<file path="src/rtl/fetch_redirect_unit.sv">
// fetch_redirect_unit
//   Fetch-PC sequencer. Issues one instruction-memory request at a time (req/ack),
//   buffers the returned word for decode (valid/ready), and on a branch-unit redirect
//   loads the new target, squashes in-flight/buffered work and pulses a flush.
//
// Ports
//   clk_in, rst_n_in         clock, synchronous active-low reset
//   pc_src_in                redirect request
//   branch_target_in         redirect target (low two bits ignored)
//   stall_in                 blocks launching a new fetch
//   imem_req_out/addr_out    fetch request and address
//   imem_ack_in/rdata_in     memory accept and returned instruction
//   instr_valid_out/out/pc_out, instr_ready_in   decode-side handshake
//   flush_out                one-cycle pulse after each redirect
//   misalign_out             only with FETCH_MISALIGN_TRAP_EN: redirect target was misaligned
//
// Build option: define FETCH_MISALIGN_TRAP_EN to add misalign_out.
module fetch_redirect_unit #(
    parameter int unsigned           ADDR_WIDTH  = 32,
    parameter int unsigned           INSTR_WIDTH = 32,
    parameter logic [ADDR_WIDTH-1:0] RESET_PC    = '0
) (
    input  logic                   clk_in,
    input  logic                   rst_n_in,
    input  logic                   pc_src_in,
    input  logic [ADDR_WIDTH-1:0]  branch_target_in,
    input  logic                   stall_in,
    output logic                   imem_req_out,
    output logic [ADDR_WIDTH-1:0]  imem_addr_out,
    input  logic                   imem_ack_in,
    input  logic [INSTR_WIDTH-1:0] imem_rdata_in,
    output logic                   instr_valid_out,
    output logic [INSTR_WIDTH-1:0] instr_out,
    output logic [ADDR_WIDTH-1:0]  instr_pc_out,
    input  logic                   instr_ready_in,
    output logic                   flush_out
`ifdef FETCH_MISALIGN_TRAP_EN
    ,
    output logic                   misalign_out
`endif
);

    localparam logic [1:0] ST_IDLE   = 2'd0;
    localparam logic [1:0] ST_REQ    = 2'd1;
    localparam logic [1:0] ST_HOLD   = 2'd2;
    localparam logic [1:0] ST_SQUASH = 2'd3;

    localparam logic [ADDR_WIDTH-1:0] PC_STEP = ADDR_WIDTH'(4);

    logic [1:0]             r_state;
    logic [ADDR_WIDTH-1:0]  r_pc;
    logic                   r_req;
    logic [ADDR_WIDTH-1:0]  r_addr;
    logic                   r_valid;
    logic [INSTR_WIDTH-1:0] r_instr;
    logic [ADDR_WIDTH-1:0]  r_instr_pc;
    logic                   r_flush;

    logic [1:0]             w_state_d;
    logic [ADDR_WIDTH-1:0]  w_pc_d;
    logic                   w_capture;
    logic [ADDR_WIDTH-1:0]  w_target;
    logic [1:0]             w_launch_state;

    assign w_target       = {branch_target_in[ADDR_WIDTH-1:2], 2'b00};
    // Where the block goes once it is free to start a fetch.
    assign w_launch_state = stall_in ? ST_IDLE : ST_REQ;

    always_comb begin
        w_state_d = r_state;
        w_pc_d    = r_pc;
        w_capture = 1'b0;
        case (r_state)
            ST_IDLE: begin
                if (pc_src_in) begin
                    w_pc_d    = w_target;
                    w_state_d = w_launch_state;
                end else if (!stall_in) begin
                    w_state_d = ST_REQ;
                end
            end
            ST_REQ: begin
                if (pc_src_in) begin
                    w_pc_d = w_target;
                    // An unacked request cannot be withdrawn; wait it out in SQUASH.
                    w_state_d = imem_ack_in ? w_launch_state : ST_SQUASH;
                end else if (imem_ack_in) begin
                    w_capture = 1'b1;
                    w_pc_d    = r_pc + PC_STEP;
                    w_state_d = ST_HOLD;
                end
            end
            ST_HOLD: begin
                if (pc_src_in) begin
                    w_pc_d    = w_target;
                    w_state_d = w_launch_state;
                end else if (instr_ready_in) begin
                    w_state_d = w_launch_state;
                end
            end
            default: begin // ST_SQUASH
                if (pc_src_in) begin
                    w_pc_d = w_target;
                end
                // The squashed request completing frees us to fetch the newest target.
                if (imem_ack_in) begin
                    w_state_d = w_launch_state;
                end
            end
        endcase
    end

    always_ff @(posedge clk_in) begin
        if (!rst_n_in) begin
            r_state    <= ST_IDLE;
            r_pc       <= RESET_PC;
            r_req      <= 1'b0;
            r_addr     <= RESET_PC;
            r_valid    <= 1'b0;
            r_instr    <= '0;
            r_instr_pc <= RESET_PC;
            r_flush    <= 1'b0;
        end else begin
            r_state <= w_state_d;
            r_pc    <= w_pc_d;
            r_req   <= (w_state_d == ST_REQ) || (w_state_d == ST_SQUASH);
            // SQUASH keeps presenting the old address, so only REQ loads a new one.
            if (w_state_d == ST_REQ) begin
                r_addr <= w_pc_d;
            end
            r_valid <= (w_state_d == ST_HOLD);
            if (w_capture) begin
                r_instr    <= imem_rdata_in;
                r_instr_pc <= r_pc;
            end
            r_flush <= pc_src_in;
        end
    end

    assign imem_req_out    = r_req;
    assign imem_addr_out   = r_addr;
    assign instr_valid_out = r_valid;
    assign instr_out       = r_instr;
    assign instr_pc_out    = r_instr_pc;
    assign flush_out       = r_flush;

`ifdef FETCH_MISALIGN_TRAP_EN
    logic r_misalign;

    always_ff @(posedge clk_in) begin
        if (!rst_n_in) begin
            r_misalign <= 1'b0;
        end else begin
            r_misalign <= pc_src_in && (branch_target_in[1:0] != 2'b00);
        end
    end

    assign misalign_out = r_misalign;
`else
    // Low target bits are dropped when the trap is not built in.
    logic w_unused_target_lsbs;
    assign w_unused_target_lsbs = ^branch_target_in[1:0];
`endif

endmodule

</file>
<file path="config.mk">
export PLATFORM = sky130hd
export DESIGN_NAME = fetch_redirect_unit
export DESIGN_NICKNAME = d
export VERILOG_FILES = /design/src/rtl/fetch_redirect_unit.sv
export SDC_FILE = /design/constraint.sdc
export NUM_CORES = 1
export LEC_CHECK = 0
export ABC_AREA = 0
export BUFFER_PORTS_ARGS = -buffer_cell sky130_fd_sc_hd__buf_2
export CORE_ASPECT_RATIO = 0.8
export CORE_MARGIN = 1
export CORE_UTILIZATION = 51
export DETAILED_ROUTE_END_ITERATION = 6
export PLACE_DENSITY = 0.9
export SLEW_MARGIN = 0
export SYNTH_ARGS = -nofsm -noshare
export SYNTH_HDL_FRONTEND = slang
export SYNTH_SLANG_ARGS = --single-unit
</file>
<file path="constraint.sdc">
create_clock -name clk_in -period 2.9 [get_ports clk_in]
set_clock_uncertainty 0.2 [all_clocks]
set_input_delay 0.29 -clock clk_in [delete_from_list [all_inputs] [get_ports clk_in]]
set_output_delay 0.29 -clock clk_in [all_outputs]
set_load 0.01 [all_outputs]
</file>
# Yosys cells after proc, flatten, opt, wreduce, memory -nomap -nowiden
# Cells that the tools add are included.
# totals
out_inout_bits	99
inputBits	70
elab_cells	33
register_bits	133
# op_classes
n_eq_ne	5
n_reduce_logical	2
n_addsub	1
mux	17
# op_table
cell	n
$mux W32	4
$add A32 B3 Y32 const B	1
$mux W2	8
$eq A2 B2 Y1 const B	3
$pmux W2 S3	1
$eq A2 B1 Y1 const B	2
$mux W1	4
$logic_not A2 Y1	1
$logic_or A1 B1 Y1	1

# Depth between registers and ports, before layout
# Gate-level depths: netlist of run 1.
# logic_depth
depth_word	6
depth_mapped	8
depth_no_buf	6

# Least setup slack after synthesis of run 1
# No wires, ideal clock.
# synth_timing
path_type	register -> register
from	register r_state[0]
to	register r_addr[20], in the netlist imem_addr_out[20]
period_less_slack_ns	2.063
required_ns	2.642
setup_time_ns	0.058
n_path_buf	2
stages_incl_launch_ff	8
path_slack_ns	0.837
arrival_ns	1.805
path_cell_list	dfxtp_1 > buf_4 > and3b_1 > buf_6 > nand4_4 > or4_4 > a311oi_2 > a21o_1
# synth_via
elab_chain_len	4
elab_cells_between_ends	13
cone_classes	3 x eq/ne; 9 x mux; 1 x reduce/logical
# synth_rtl
item	line_no	rtl
start: declaration	50	logic [1:0] r_state;
start signal: assignment	124	r_state <= w_state_d;
$mux W2 (on tied branches)	97, 78, 87	
$mux W2 (on tied branches)	94, 75, 83	
$pmux W2 S3	73	case (r_state)
$eq A2 B1 Y1	128	if (w_state_d == ST_REQ) begin
end signal: assignment	129	r_addr <= w_pc_d;
end: declaration	53	logic [ADDR_WIDTH-1:0] r_addr;
# Parallel ways exist; a longest one is shown, timed or not.
# A chain may end at the register's enable or synchronous reset.

# Final worst setup path of run 1
# layout_timing
from	register r_state[1]
to	register r_addr[30], in the netlist imem_addr_out[30]
# The elaborated chain is that of the path after synthesis.

==> metrics, run 1 <==
post-synth cell types=66; area added between synthesis and finish=36.7%; average footprint of a synthesized cell=8.17 um^2; aggregate negative setup slack=0 ns; unrepaired setup endpoints after global routing=no; Power Density=641 nW/um^2; number of setup violations in the final report=0; final cell count without fillers=1025; class of the tightest hold or removal check=input port to register; top_reg_cell synth=dfxtp_1; Worst Hold Slack=0.00647 ns; Worst Setup Slack post-DPL=0.397 ns; source-to-sink clock delay at the later pin of the worst-skew pair=0.42 ns; leading area contributor after synthesis=dfxtp_1; 1st-pass router iterations=5; antenna violations before repair=0; result of the run=finished, final reports clean; total count of max-transition violations in the final report=0; post-cts sizing count=0; count of H-tree levels built during CTS=4; worst slew slack as a fraction of its limit=33.2%; Clk pwr share=50.4%; final antenna-violating net count=0; busiest layer in global routing=met2; first-pass GRT wire length=26400 um; final clock period utilization by the worst path=87.6%; synthesized instance count=678; total power of the final layout=4850 uW; highest-count cells in the layout ignoring fill and taps=buf_2, nand2_1, dfxtp_1; Synth Register Bits=132; CP Launch Type=register; launch point of the critical path=r_state[1]; Max Buffers Root-to-Sink=2; area share of the leading cell type in the synthesized netlist=47.7%; Async S/R FF share, synth=0%; capturing instance or port of the critical path=imem_addr_out[30]; Yosys Warn Count=0; CTS tree=yes; diode insertion count for antenna repair=0; met3 Resource Use GR=6.04%; met2 track demand over resource in global routing=49.7%; nets@finish=944; count of flip-flops with a built-in enable after synthesis=0; starting utilization of the core area=53.2%; maximum number of pins on one net before global-route repair=55; required time reported for the critical path endpoint=3.03 ns; Worst Setup End Kind=register; fill cell instance count of the final layout=762; DRC=0; number of I/O port buffers=166; minimum period implied by the final worst setup slack=2.54 ns; worst setup path class=register to register; TritonCTS buffer count=17; Std-Cell Rows=33; worst-case vdd ir drop=0.556 mV; top-level port count=169; Vias=5803; Fin. Hold Viols=0; R2R cell count=5; global route overflow=0; highest fanout seen on the critical path=14; switching part of the total power=22.8%; endpoint of the worst register-to-register path=imem_addr_out[30]; Max Clk Rate=0.393 GHz; Root Buffer Master=clkbuf_16; Final HPWL DP=10300 um; data arrival time at the worst-slack endpoint=2.67 ns; die boundary width=119 um; internal power of the cells=3750 uW; WL final=16500 um; mean routed wirelength per cell=16.1 um; Synth Net Count=749; slack of the critical path=0.359 ns; CTS clock-pin slew for the worst setup and hold paths=0.06 ns; sequential power share=40.4%; core area=10400 um^2; via density per instance=5.66; layout cells sized above 1=26.2%; R2R setup slack=0.36 ns; portion of total power attributed to combinational logic=9.2%; clk sink count=132; Die Height=95.2 um; total leakage power=0.00322 uW; vias in the first global route=5375; number of maximum-capacitance constraint violations=0; post-CTS repair timing setup buffer count=0; fraction of the yosys area taken by sequential cells=47.7%; total routing usage reported by global routing=30.0%; total area of multi-input combinational cells=2650 um^2; Cell Area, Synth=5540 um^2; commonest non-fill, non-tap cell in the layout=buf_2; sequential cell area in the final layout=2640 um^2; switching power=1110 uW; met1 track demand over resource=37.4%; reg-to-reg critical path startpoint=r_state[1]; total die area=11300 um^2; global placement routability congestion=0.910; slew at the pin closest to its max-slew limit=0.996 ns; placed cell count=950; DRT iter0 DRCs=489; leading cell types by total area after synthesis=dfxtp_1, nand2_1, a21oi_1; quantity of hold-fixing buffers added after cts=44
[synthesized netlist by cell type, types with 2 or more instances]
master / number
buf_1: 2
dfxtp_1: 132
buf_2: 6
and3_1: 10
and2_1: 8
xor2_1: 3
and3b_1: 2
nand4b_1: 2
a311oi_1: 2
nand2_1: 162
inv_1: 4
buf_6: 3
o31ai_1: 12
and4b_1: 2
o31a_1: 6
a21o_1: 3
nand4_1: 9
nor3_1: 14
a21oi_1: 75
clkbuf_1: 37
o21ai_1: 6
nand3_1: 32
mux2i_1: 4
o21ai_0: 27
or4_4: 2
nor3_2: 2
nor4_1: 7
and4_1: 9
o211ai_1: 3
xnor2_1: 7
nor2_1: 31
buf_4: 3
o21a_1: 5
nand2b_1: 7
a31oi_1: 4
o31ai_2: 2
nor2b_1: 4
[stage by stage]
| step | util (%) | area, um^2 |
|---|---|---|
| global placement | 62.0 | 6450 |
| global route | 72.8 | 7570 |
| floorplan | - | 5540 |
| detailed placement | 62.0 | 6450 |
| CTS | 72.8 | 7570 |
| finish | 72.8 | 7570 |
[layout make-up]
cell class                 instances  share of cell area [%]
timing repair buffer             228                    18.6
clock buffer                      19                    5.98
clock inverter                    12                    2.99
tap                              140                    2.31
sequential                       132                    34.9
inverter                           5                   0.248
multi-input combinational        489                    35.0
[per-layer routing]
metal  vias to the layer above  wire, um
met4                         0       464
met3                        35      1290
met1                      2753      6850
met5                         -         0
met2                       261      7920
li1                       2754         -
[worst min path at each step]
stage	from	to	cells past startpoint
floorplan	imem_rdata_in[0]	instr_out[0]	2
global placement	instr_out[11]	instr_out[11]	2
detailed placement	instr_out[5]	instr_out[5]	2
CTS	branch_target_in[26]	r_pc[26]	3
global route	branch_target_in[5]	r_pc[5]	3
finish	branch_target_in[26]	r_pc[26]	3
[power by group through the flow]
stage | logic (uW) | registers, uW | clock network, uW
floorplan | 217 | 2000 | 0
global placement | 384 | 1990 | 0
detailed placement | 392 | 1990 | 0
CTS | 441 | 1960 | 2460
global route | 488 | 1970 | 2540
finish | 449 | 1960 | 2450
[critical path, cell delays in order (launching register included)]
cell       delay [ns]
dfxtp_1          0.38
nor2b_1          0.19
a2bb2oi_1        0.14
o21ai_1          0.78
nand2_1          0.47
o21ai_0          0.30
[state kept, by name (all words and copies together) (netlist names)]
name / cells
imem_addr_out: 32
instr_out: 32
flush_out: 1
r_state: 2
r_pc: 32
instr_pc_out: 32
instr_valid_out: 1
[kinds of logic after synthesis]
group,after synthesis,share of synthesized area (%)
adders and majority gates,1,0.226
muxes,4,0.723
and+or+nand+nor,316,27.9
DFF,132,47.7
xor gates and xnor gates,10,1.58
AOI/OAI and AO/OA,158,17.2
buffers and inverters,57,4.63
Note: power is estimated with default switching activity, not from simulation.
==> run 2: changes to the inputs <==
clock period = 2.87 ns   (was 2.9 ns; I/O delays follow)
==> metrics, run 2 (synthesis results as in run 1) <==
slew at the pin closest to its max-slew limit=1.09 ns; starting utilization of the core area=53.2%; via density per instance=5.63; Std-Cell Rows=33; vias in the first global route=5368; maximum number of pins on one net before global-route repair=55; launch point of the critical path=r_state[1]; commonest non-fill, non-tap cell in the layout=buf_2; DRT iter0 DRCs=465; Die Height=95.2 um; clk sink count=132; unrepaired setup endpoints after global routing=no; final antenna-violating net count=0; source-to-sink clock delay at the later pin of the worst-skew pair=0.42 ns; global placement routability congestion=0.903; portion of total power attributed to combinational logic=9.5%; number of maximum-capacitance constraint violations=0; Max Buffers Root-to-Sink=2; Root Buffer Master=clkbuf_16; placed cell count=951; result of the run=finished, final reports clean; first-pass GRT wire length=26000 um; minimum period implied by the final worst setup slack=2.63 ns; number of I/O port buffers=166; total die area=11300 um^2; 1st-pass router iterations=6; Power Density=633 nW/um^2; post-CTS repair timing setup buffer count=0; worst-case vdd ir drop=0.496 mV; number of setup violations in the final report=0; area added between synthesis and finish=36.0%; switching power=1120 uW; Max Clk Rate=0.380 GHz; total leakage power=0.00320 uW; Final HPWL DP=10300 um; worst setup path class=register to register; CTS clock-pin slew for the worst setup and hold paths=0.06 ns; DRC=0; final clock period utilization by the worst path=91.7%; nets@finish=944; Vias=5772; core area=10400 um^2; CP Launch Type=register; class of the tightest hold or removal check=input port to register; count of H-tree levels built during CTS=4; worst slew slack as a fraction of its limit=26.6%; mean routed wirelength per cell=16.0 um; reg-to-reg critical path startpoint=r_state[1]; final cell count without fillers=1026; required time reported for the critical path endpoint=3.00 ns; die boundary width=119 um; Clk pwr share=49.0%; Fin. Hold Viols=0; aggregate negative setup slack=0 ns; total routing usage reported by global routing=29.4%; top-level port count=169; global route overflow=0; CTS tree=yes; origin of the worst min-delay path=branch_target_in[7]; data arrival time at the worst-slack endpoint=2.77 ns; total power of the final layout=4770 uW; antenna violations before repair=0; switching part of the total power=23.5%; sequential power share=41.5%; diode insertion count for antenna repair=0; highest-count cells in the layout ignoring fill and taps=buf_2, nand2_1, dfxtp_1; layout cells sized above 1=26.2%; WL final=16400 um; TritonCTS buffer count=17; Worst Setup End Kind=register; total count of max-transition violations in the final report=0; internal power of the cells=3650 uW; highest fanout seen on the critical path=14
-- run 2: cell types whose count changed in the layout (fill, tap and decap cells not counted), sizes merged --
| cell | previous run | this run |
|---|---|---|
| clkinvlp | 2 | 4 |
| buf | 184 | 185 |
| bufinv | 6 | 5 |
| clkinv | 4 | 5 |
| dlygate4sd3 | 44 | 43 |
| inv | 5 | 4 |
-- run 2: cell type report --
cell class	instances	area, um^2
Tap cell	140	175
Multi-Input combinational cell	489	2650
Timing Repair Buffer	228	1400
Inverter	5	18.8
Fill cell	762	2880
Clock inverter	13	208
Clock buffer	19	433
Sequential cell	132	2640
-- run 2: critical path: stages, from the launching register on --
cell       delay (ns)
dfxtp_1          0.39
nor2b_1          0.20
a2bb2oi_1        0.14
o21ai_1          0.85
nand2_1          0.48
o21ai_0          0.28
-- run 2: per-stage QoR --
stage / hold WS (ns) / utilization (%) / instance area [um^2] / setup WS, ns
6_report: 0.0133 / 72.4 / 7530 / 0.239
5_1_grt: 0.0381 / 72.4 / 7530 / 0.0112
2_1_floorplan: 0.223 / - / 5540 / 0.807
3_5_place_dp: 0.242 / 62.1 / 6460 / 0.276
4_1_cts: 0.00132 / 72.4 / 7530 / 0.276
3_3_place_gp: 0.236 / 62.1 / 6460 / 0.453
-- run 2: final timing paths --
path	slack, ns	end	cells past startpoint
worst max-delay path	0.24	imem_addr_out[8]	5
worst min-delay path	0.01	r_pc[7]	3
worst max register to register	0.24	imem_addr_out[8]	5
worst min register to register	0.25	instr_pc_out[1]	2
-- run 2: metal layers --
layer	GRT usage [%]	vias to the layer above	share of wire (%)
met5	0	-	0
met4	14.9	0	3.0
met3	6.64	45	7.9
met2	50.0	285	47
met1	35.6	2685	42
li1	-	2757	-
-- run 2: power by group through the flow --
stage / combinational (uW) / clock (uW) / sequential [uW]
final: 453 / 2340 / 1980
after global routing: 492 / 2430 / 1990
after CTS: 444 / 2340 / 1980
after detailed placement: 395 / 0 / 2010
after global placement: 388 / 0 / 2010
after floorplan: 219 / 0 / 2020
-- run 2: timing repair --
action,CTS,global route
hold buffers,43,0
endpoints found under the hold margin,44,0
resized for setup,0,0
==> run 3: changes to the inputs <==
--- a/config.mk
+++ b/config.mk
@@ -11,5 +11,5 @@
 export CORE_MARGIN = 1
-export CORE_UTILIZATION = 51
+export CORE_UTILIZATION = 25
 export DETAILED_ROUTE_END_ITERATION = 6
-export PLACE_DENSITY = 0.9
+export PLACE_DENSITY = 0.56
 export SLEW_MARGIN = 0
==> constraint.sdc (replaced) <==
create_clock -name clk_in -period 2.87 [get_ports clk_in]
set_clock_uncertainty 0.2 [all_clocks]
set_input_delay 0.1435 -clock clk_in [delete_from_list [all_inputs] [get_ports clk_in]]
set_output_delay 0.1435 -clock clk_in [all_outputs]
set_load 0.01 [all_outputs]
==> metrics, run 3 (synthesis results as in run 1) <==
slew at the pin closest to its max-slew limit=0.447 ns; worst setup path class=register to register; global route overflow=0; sequential cell area in the final layout=2640 um^2; total buffers and inverters traversed by the critical path=1; layout cells sized above 1=25.3%; origin of the worst min-delay path=instr_ready_in; quantity of hold-fixing buffers added after cts=65; 1st-pass router iterations=5; number of setup violations in the final report=0; path length in cells of the critical path=6; worst-path cell with the longest stage delay=dfxtp_1; global placement routability congestion=0.804; Max Buffers Root-to-Sink=2; worst-case vdd ir drop=0.302 mV; unrepaired setup endpoints after global routing=no; TritonCTS buffer count=17; endpoint of the worst register-to-register path=r_pc[13]; count of H-tree levels built during CTS=4; clk sink count=132; Die Height=135 um; final clock period utilization by the worst path=90.2%; data arrival time at the worst-slack endpoint=2.69 ns; number of maximum-capacitance constraint violations=0; die boundary width=168 um; fill cell instance count of the final layout=2301; DRT iter0 DRCs=322; diode insertion count for antenna repair=0; total area of multi-input combinational cells=2650 um^2; Crit path max-delay family=simple AND/OR/NAND/NOR gates; result of the run=finished, final reports clean; CTS clock-pin slew for the worst setup and hold paths=0.06 ns; source-to-sink clock delay at the later pin of the worst-skew pair=0.42 ns; Worst Setup End Kind=register; R2R setup slack=0.28 ns; Fin. Hold Viols=0; total leakage power=0.00328 uW; total die area=22800 um^2; aggregate negative setup slack=0 ns; top-level port count=169; nets@finish=964; minimum period implied by the final worst setup slack=2.59 ns; Vias=5538; total count of max-transition violations in the final report=0; vias in the first global route=5148; mean routed wirelength per cell=15.2 um; placed cell count=1084; reg-to-reg critical path startpoint=r_state[0]; DRC=0; post-CTS repair timing setup buffer count=0; list of cells traversed by the critical path=and4b_1, nand4_1, xnor2_1, mux2i_1, nor2_1, dlygate4sd3_1; Root Buffer Master=clkbuf_16; core area=21600 um^2; Worst Hold Slack=0.0343 ns; class of the tightest hold or removal check=input port to register; launch point of the critical path=r_state[0]; capturing instance or port of the critical path=r_pc[13]; Std-Cell Rows=48; highest-count cells in the layout ignoring fill and taps=buf_2, nand2_1, dfxtp_1; final cell count without fillers=1181; R2R cell count=6; total routing usage reported by global routing=15.7%; CP Launch Type=register; Final HPWL DP=12100 um; area added between synthesis and finish=42.5%; required time reported for the critical path endpoint=2.97 ns; number of I/O port buffers=166; first-pass GRT wire length=27800 um; Max Clk Rate=0.386 GHz; CTS tree=yes; starting utilization of the core area=25.6%; via density per instance=4.69; antenna violations before repair=0; highest fanout seen on the critical path=13; commonest non-fill, non-tap cell in the layout=buf_2; final antenna-violating net count=0; Power Density=584 nW/um^2; worst slew slack as a fraction of its limit=70.1%; post-cts sizing count=0; maximum number of pins on one net before global-route repair=54; delay contributed by the slowest stage of the critical path=0.58 ns; WL final=17900 um
## run 3: changes by cell type in the layout (fill, tap and decap cells not counted), moves of 2 or more
| cell | change |
|---|---|
| buf_12 | +4 |
| buf_4 | -6 |
| bufinv_16 | -3 |
| clkbuf_8 | +3 |
| clkinv_2 | +2 |
| clkinv_4 | -2 |
| dlygate4sd3_1 | +22 |
## run 3: area by class of cell
class	instances	area share, %
multi-input combinational	489	33.6
sequential	132	33.5
timing repair buffer	248	21.0
clock buffer	23	6.05
tap	275	4.36
clock inverter	9	1.30
inverter	5	0.238
## run 3: metal layers
| metal | share of wire (%) | global-route usage [%] | up-vias |
|---|---|---|---|
| met5 | 0 | 0 | - |
| met4 | 1.3 | 4.80 | 0 |
| met3 | 5.3 | 4.07 | 17 |
| met2 | 44 | 24.3 | 158 |
| met1 | 50 | 21.5 | 2568 |
| li1 | - | - | 2795 |
## run 3: through the flow
| stage | worst slack, ns | total power (uW) | area [um^2] | util [%] |
|---|---|---|---|---|
| after floorplan | 0.807 | 2240 | 5540 | - |
| after global placement | 0.563 | 2430 | 6660 | 30.8 |
| after detailed placement | 0.535 | 2440 | 6660 | 30.8 |
| after CTS | 0.277 | 4680 | 7890 | 36.5 |
| after global routing | 0.0997 | 4800 | 7890 | 36.5 |
| final | 0.280 | 4610 | 7890 | 36.5 |
## run 3: worst min-delay path by stage
stage | end | slack [ns] | depth (start not counted)
finish | r_state[0] | 0.03 | 5
global route | r_pc[5] | 0.06 | 2
CTS | r_state[0] | 0.01 | 5
detailed placement | instr_out[22] | 0.19 | 3
global placement | instr_out[14] | 0.18 | 3
floorplan | instr_out[0] | 0.08 | 2
## run 3: report_power, final
group	internal, uW	switching [uW]	leakage (uW)
clock	1340	804	0.000279
combinational	225	252	0.00192
sequential	1910	77.9	0.00108
total	3480	1130	0.00328
## run 3: tightest hold or removal path: cells and delay by family
family	cells	cell delay (ns)
AOI/OAI and AO/OA	2	0.24
buffers and inverters	1	0.09
and+or+nand+nor	2	0.15
